### src/rtl/psram_pkg.sv
// Shared encodings and default sizing for the PSRAM access arbiter.
package psram_pkg;

  localparam int unsigned FIFO_DEPTH_DEF  = 512;
  localparam int unsigned BURST_WORDS_DEF = 32;
  localparam int unsigned MAX_RD_RUN_DEF  = 4;
  localparam int unsigned ADDR_W          = 22;
  localparam int unsigned USEDW_W         = 10;
  localparam int unsigned SPACE_W         = 11;

  typedef enum logic [1:0] {
    OP_REFILL     = 2'd0,
    OP_QUAD_EXIT  = 2'd1,
    OP_QUAD_ENTER = 2'd2
  } eng_op_e;

  typedef enum logic [2:0] {
    ST_IDLE       = 3'd0,
    ST_RD_WAIT    = 3'd1,
    ST_EXIT_WAIT  = 3'd2,
    ST_MCU_OWN    = 3'd3,
    ST_ENTER_WAIT = 3'd4
  } state_e;

endpackage

### src/rtl/psram_access_arbiter.sv
// Shares the PSRAM pins between the read-FIFO refill engine and the MCU bus,
// bounding refill bursts while the MCU waits and bracketing MCU ownership with quad exit/enter.
module psram_access_arbiter
  import psram_pkg::*;
#(
  parameter int unsigned FIFO_DEPTH  = FIFO_DEPTH_DEF,
  parameter int unsigned BURST_WORDS = BURST_WORDS_DEF,
  parameter int unsigned MAX_RD_RUN  = MAX_RD_RUN_DEF
) (
  input  logic               clk,
  input  logic               reset,
  input  logic [USEDW_W-1:0] fifo_wrusedw,
  input  logic               fifo_full,
  input  logic               mcu_req,
  input  logic               eng_done,
  output logic               eng_start,
  output logic [1:0]         eng_op,
  output logic [ADDR_W-1:0]  eng_addr,
  output logic               mcu_grant,
  output logic               pin_owner
);

  localparam int unsigned RUN_W = $clog2(MAX_RD_RUN + 1);

  state_e              state_q, state_d;
  logic                eng_start_q, eng_start_d;
  eng_op_e             eng_op_q, eng_op_d;
  logic [ADDR_W-1:0]   eng_addr_q, eng_addr_d;
  logic [ADDR_W-1:0]   rd_addr_q, rd_addr_d;
  logic [RUN_W-1:0]    run_cnt_q, run_cnt_d;
  logic                mcu_grant_q, mcu_grant_d;
  logic                pin_owner_q, pin_owner_d;

  logic [SPACE_W-1:0]  space_c;
  logic                refill_ok_c;
  logic                run_at_max_c;

  // Free FIFO words; a burst is only worth issuing when it fits entirely.
  assign space_c      = SPACE_W'(FIFO_DEPTH) - SPACE_W'(fifo_wrusedw);
  assign refill_ok_c  = (space_c >= SPACE_W'(BURST_WORDS)) && !fifo_full;
  assign run_at_max_c = (run_cnt_q == RUN_W'(MAX_RD_RUN));

  always_ff @(posedge clk or posedge reset) begin
    if (reset) begin
      state_q     <= ST_IDLE;
      eng_start_q <= 1'b0;
      eng_op_q    <= OP_REFILL;
      eng_addr_q  <= '0;
      rd_addr_q   <= '0;
      run_cnt_q   <= '0;
      mcu_grant_q <= 1'b0;
      pin_owner_q <= 1'b1;
    end else begin
      state_q     <= state_d;
      eng_start_q <= eng_start_d;
      eng_op_q    <= eng_op_d;
      eng_addr_q  <= eng_addr_d;
      rd_addr_q   <= rd_addr_d;
      run_cnt_q   <= run_cnt_d;
      mcu_grant_q <= mcu_grant_d;
      pin_owner_q <= pin_owner_d;
    end
  end

  always_comb begin
    state_d     = state_q;
    eng_start_d = 1'b0;
    eng_op_d    = eng_op_q;
    eng_addr_d  = eng_addr_q;
    rd_addr_d   = rd_addr_q;
    run_cnt_d   = run_cnt_q;
    mcu_grant_d = mcu_grant_q;
    pin_owner_d = pin_owner_q;

    case (state_q)
      ST_IDLE: begin
        if (!mcu_req) begin
          run_cnt_d = '0;
        end
        // Refill wins unless the MCU has already waited out a full run of bursts.
        if (refill_ok_c && !(mcu_req && run_at_max_c)) begin
          eng_start_d = 1'b1;
          eng_op_d    = OP_REFILL;
          eng_addr_d  = rd_addr_q;
          state_d     = ST_RD_WAIT;
        end else if (mcu_req) begin
          eng_start_d = 1'b1;
          eng_op_d    = OP_QUAD_EXIT;
          state_d     = ST_EXIT_WAIT;
        end
      end
      ST_RD_WAIT: begin
        if (eng_done) begin
          rd_addr_d = rd_addr_q + ADDR_W'(BURST_WORDS);
          if (mcu_req && !run_at_max_c) begin
            run_cnt_d = run_cnt_q + RUN_W'(1);
          end
          state_d = ST_IDLE;
        end
      end
      ST_EXIT_WAIT: begin
        if (eng_done) begin
          mcu_grant_d = 1'b1;
          pin_owner_d = 1'b0;
          run_cnt_d   = '0;
          state_d     = ST_MCU_OWN;
        end
      end
      ST_MCU_OWN: begin
        // Pins go back to the engine in the same cycle the quad-enter launches.
        if (!mcu_req) begin
          mcu_grant_d = 1'b0;
          pin_owner_d = 1'b1;
          eng_start_d = 1'b1;
          eng_op_d    = OP_QUAD_ENTER;
          state_d     = ST_ENTER_WAIT;
        end
      end
      ST_ENTER_WAIT: begin
        if (eng_done) begin
          state_d = ST_IDLE;
        end
      end
      default: begin
        state_d = ST_IDLE;
      end
    endcase
  end

  assign eng_start = eng_start_q;
  assign eng_op    = eng_op_q;
  assign eng_addr  = eng_addr_q;
  assign mcu_grant = mcu_grant_q;
  assign pin_owner = pin_owner_q;

endmodule

### config.mk
export PLATFORM = sky130hd
export DESIGN_NAME = psram_access_arbiter
export DESIGN_NICKNAME = d
export VERILOG_FILES = /design/src/rtl/psram_pkg.sv /design/src/rtl/psram_access_arbiter.sv
export SDC_FILE = /design/constraint.sdc
export NUM_CORES = 1
export LEC_CHECK = 0
export ABC_AREA = 1
export CORE_MARGIN = 1
export CORE_UTILIZATION = 56
export CTS_CLUSTER_DIAMETER = 60
export DETAILED_ROUTE_END_ITERATION = 10
export PLACE_DENSITY_LB_ADDON = 0.12
export SLEW_MARGIN = 20
export SYNTH_ARGS = -nofsm -noshare
export SYNTH_HDL_FRONTEND = slang
export SYNTH_SLANG_ARGS = --single-unit
### constraint.sdc
create_clock -name clk -period 2.4 [get_ports clk]
set_input_delay 0.24 -clock clk [delete_from_list [all_inputs] [get_ports clk]]
set_output_delay 0.24 -clock clk [all_outputs]
set_load 0.05 [all_outputs]
==> impl_metrics.toml <==
[cells_and_area]
num-fill-cells = 330
multi_input_area_mm2 = 0.001027
layout_commonest_cell = "nand2_1"
regArea_mm2 = 0.001127
drive_above_1_share = 0.09494
area_growth_pct = 20.17
antennaDiodeCount = 0
layout_common_cells = "74 x nand2_1, 44 x dfrtp_1, 38 x inv_1"
final_area_mm2 = 0.002833
nets = 333

[setup_path]
critical_path_buf_inv_count = 1
crit_family = "buffers and inverters"
crit_path_end_kind = "output port"
worstSetupPathType = "reg2out"
critPathSlowestCell = "clkdlybuf4s50_1"
cp.required_ps = 2160
worstPathCellList = "clkdlybuf4s50_1"
crit_arrival_ps = 1640
r2r_slack_ps = 680
rr_endpoint = "eng_addr[6]$_DFFE_PP0P_"
cp-start-kind = "register"
slowest_delay_ps = 790
r2r_start = "state_q[0]$_DFFE_PP0P_"
reg2reg_depth = 5
crit_path_max_fanout = 2

[synthesis]
yosysTopAreaCell = "dfrtp_1"
synth_edf_count = 0
syn_avg_cell_area_um2 = 8.541
ys_async_sr_fraction = 1.000
syn_area_mm2 = 0.002357
netlist_instances = 276
synth_area_leaders = "dfrtp_1 47%, nand2_1 12%, inv_1 6.2%"
yosysUniqueCellTypes = 32
synth_flop_cell = "dfrtp_1"
synth_top_area_share = 0.4671
ys_warn_count = 0
synth_seq_cells = 45
seq_area_frac_synth = 0.4782

[drt]
antenna_left = 0
dr.pass1.iters = 4
drt_iter0_drc = 60
drt_wl_total_um = 4248
num_vias = 1789
viasPerCell = 4.888
wl_per_cell_um = 11.61
drcViolationCount = 0

[clock_network]
clock-sinks = 45
clk_pin_slew_ps = 90
cts_made_buffers = 5
postCtsHoldBufs = 0
tritoncts = "yes"
cts_setup_buffers = 0
cts-htree-levels = 2
cts_resized = 0
cts_root_buf = "clkbuf_8"
ctsLongestPathBuffers = 2
clk_latency_ps = 300

[grt]
use_met1 = 0.2622
gr-usage-met3 = 0.04966
grt_max_degree = 46
grt_util_all_layers = 0.2151
busiest_layer = "met2"
grt_pass1_wl_um = 7182
grt.overflow.total = 0
use_met2 = 0.3750
grt_antenna_before_repair = 0
first_global_vias = 1664

[die]
dieArea_mm2 = 0.004473
num_io_pins = 42
die_y_um = 66.88
die_w_um = 66.88
start_util = 0.5851
rows = 23
core-area_mm2 = 0.004029

[sta]
setup_viol = 0
fin_ws_ps = 515.7
finalMaxSlewViolations = 0
skew_ps = 9.265
min_period_ps = 1884
hold_viol_final = 0
fmax_mhz = 530.7
setup_tns_ps = 0
relSlewSlack = 0.6272
worst_pin_slew_ps = 559.1
period_share = 0.7851
rsz0062_at_grt = "false"
finalHoldWorstSlack_ps = 380.0

[placement]
globalplace.congestion = 0.8428
place_area_mm2 = 0.002739
dp_slack_ps = 426.8
numPortBuffers = 36
hpwl_um = 3154

[power]
peakVddDrop_mv = 0.6622
cellLeakagePower_nw = 1.405
finalPower_w = 0.003116
power.density_mw_per_mm2 = 1100

[flow_run]
cap_violations = 0

[worst_hold_path]
min_path_type = "in2async"

[status]
outcome = "finished clean"
## state kept, by name, summed over array words and instances (netlist names)
signal	cells
eng_addr	17
rd_addr_q	17
run_cnt_q	3
state_q	3
eng_op	2
eng_start	1
mcu_grant	1
pin_owner	1
## Yosys cell counts (2+ instances only)
library cell	instances
o21ai_0	17
xor2_1	15
nand3_1	11
ha_1	3
nor2_8	2
nand2_2	3
o21ai_1	11
nand2_1	74
nor3_1	4
inv_2	2
nor3_2	2
a21oi_1	4
nor2_4	2
buf_4	5
inv_1	39
nor2_1	18
nand2_4	2
nand4_1	3
buf_2	3
dfrtp_1	44
## stage by stage
stage          instances    util
2_1_floorplan        280       -
3_3_place_gp         358  0.6798
3_5_place_dp         358  0.6798
4_1_cts              366  0.7031
5_1_grt              366  0.7031
6_report             366  0.7031
## where the power goes
| group | switching, W | leakage [nW] | internal, W | total, W |
|---|---|---|---|---|
| combinational | 0.00101 | 0.798 | 0.000477 | 0.00148 |
| clock | 0.000275 | 0.0452 | 0.000212 | 0.000487 |
| sequential | 0.000178 | 0.562 | 0.000968 | 0.00115 |
| total | 0.00146 | 1.41 | 0.00166 | 0.00312 |
## kinds of logic (layout without fill, tap and decap cells)
kind of cell / after synthesis / after routing / share of synthesized area
other: 1 / 5 / 0.001591
and+or+nand+nor: 126 / 126 / 0.2712
xor gates and xnor gates: 16 / 16 / 0.06264
adders and majority gates: 3 / 3 / 0.01593
AOI/OAI and AO/OA: 35 / 35 / 0.07803
buffers and inverters: 50 / 86 / 0.09236
DFF: 45 / 45 / 0.4782
## how the worst max path moves through the flow
stage,from,to,slack (ps),depth (start not counted)
floorplan,state_q[2]$_DFFE_PP0P_,rd_addr_q[16]$_DFFE_PP0P_,990,10
global placement,eng_done,rd_addr_q[17]$_DFFE_PP0P_,550,7
detailed placement,fifo_wrusedw[1],eng_addr[6]$_DFFE_PP0P_,430,6
CTS,pin_owner$_DFFE_PP1P_,pin_owner,510,1
global route,pin_owner$_DFFE_PP1P_,pin_owner,480,1
finish,pin_owner$_DFFE_PP1P_,pin_owner,520,1
## final cells by class
cell class	instances	area share
Clock buffer	5	0.02429
Clock inverter	3	0.008834
Inverter	41	0.05433
Multi-Input combinational cell	185	0.3626
Sequential cell	45	0.3980
Tap cell	50	0.02208
Timing Repair Buffer	37	0.1299
## metal layers
layer  vias to the layer above  part of all wire
met5                         -                 0
met4                         0             0.012
met3                         6             0.043
met2                        31              0.48
met1                       817              0.47
li1                        935                 -
Note: power is estimated with default switching activity, not from simulation.
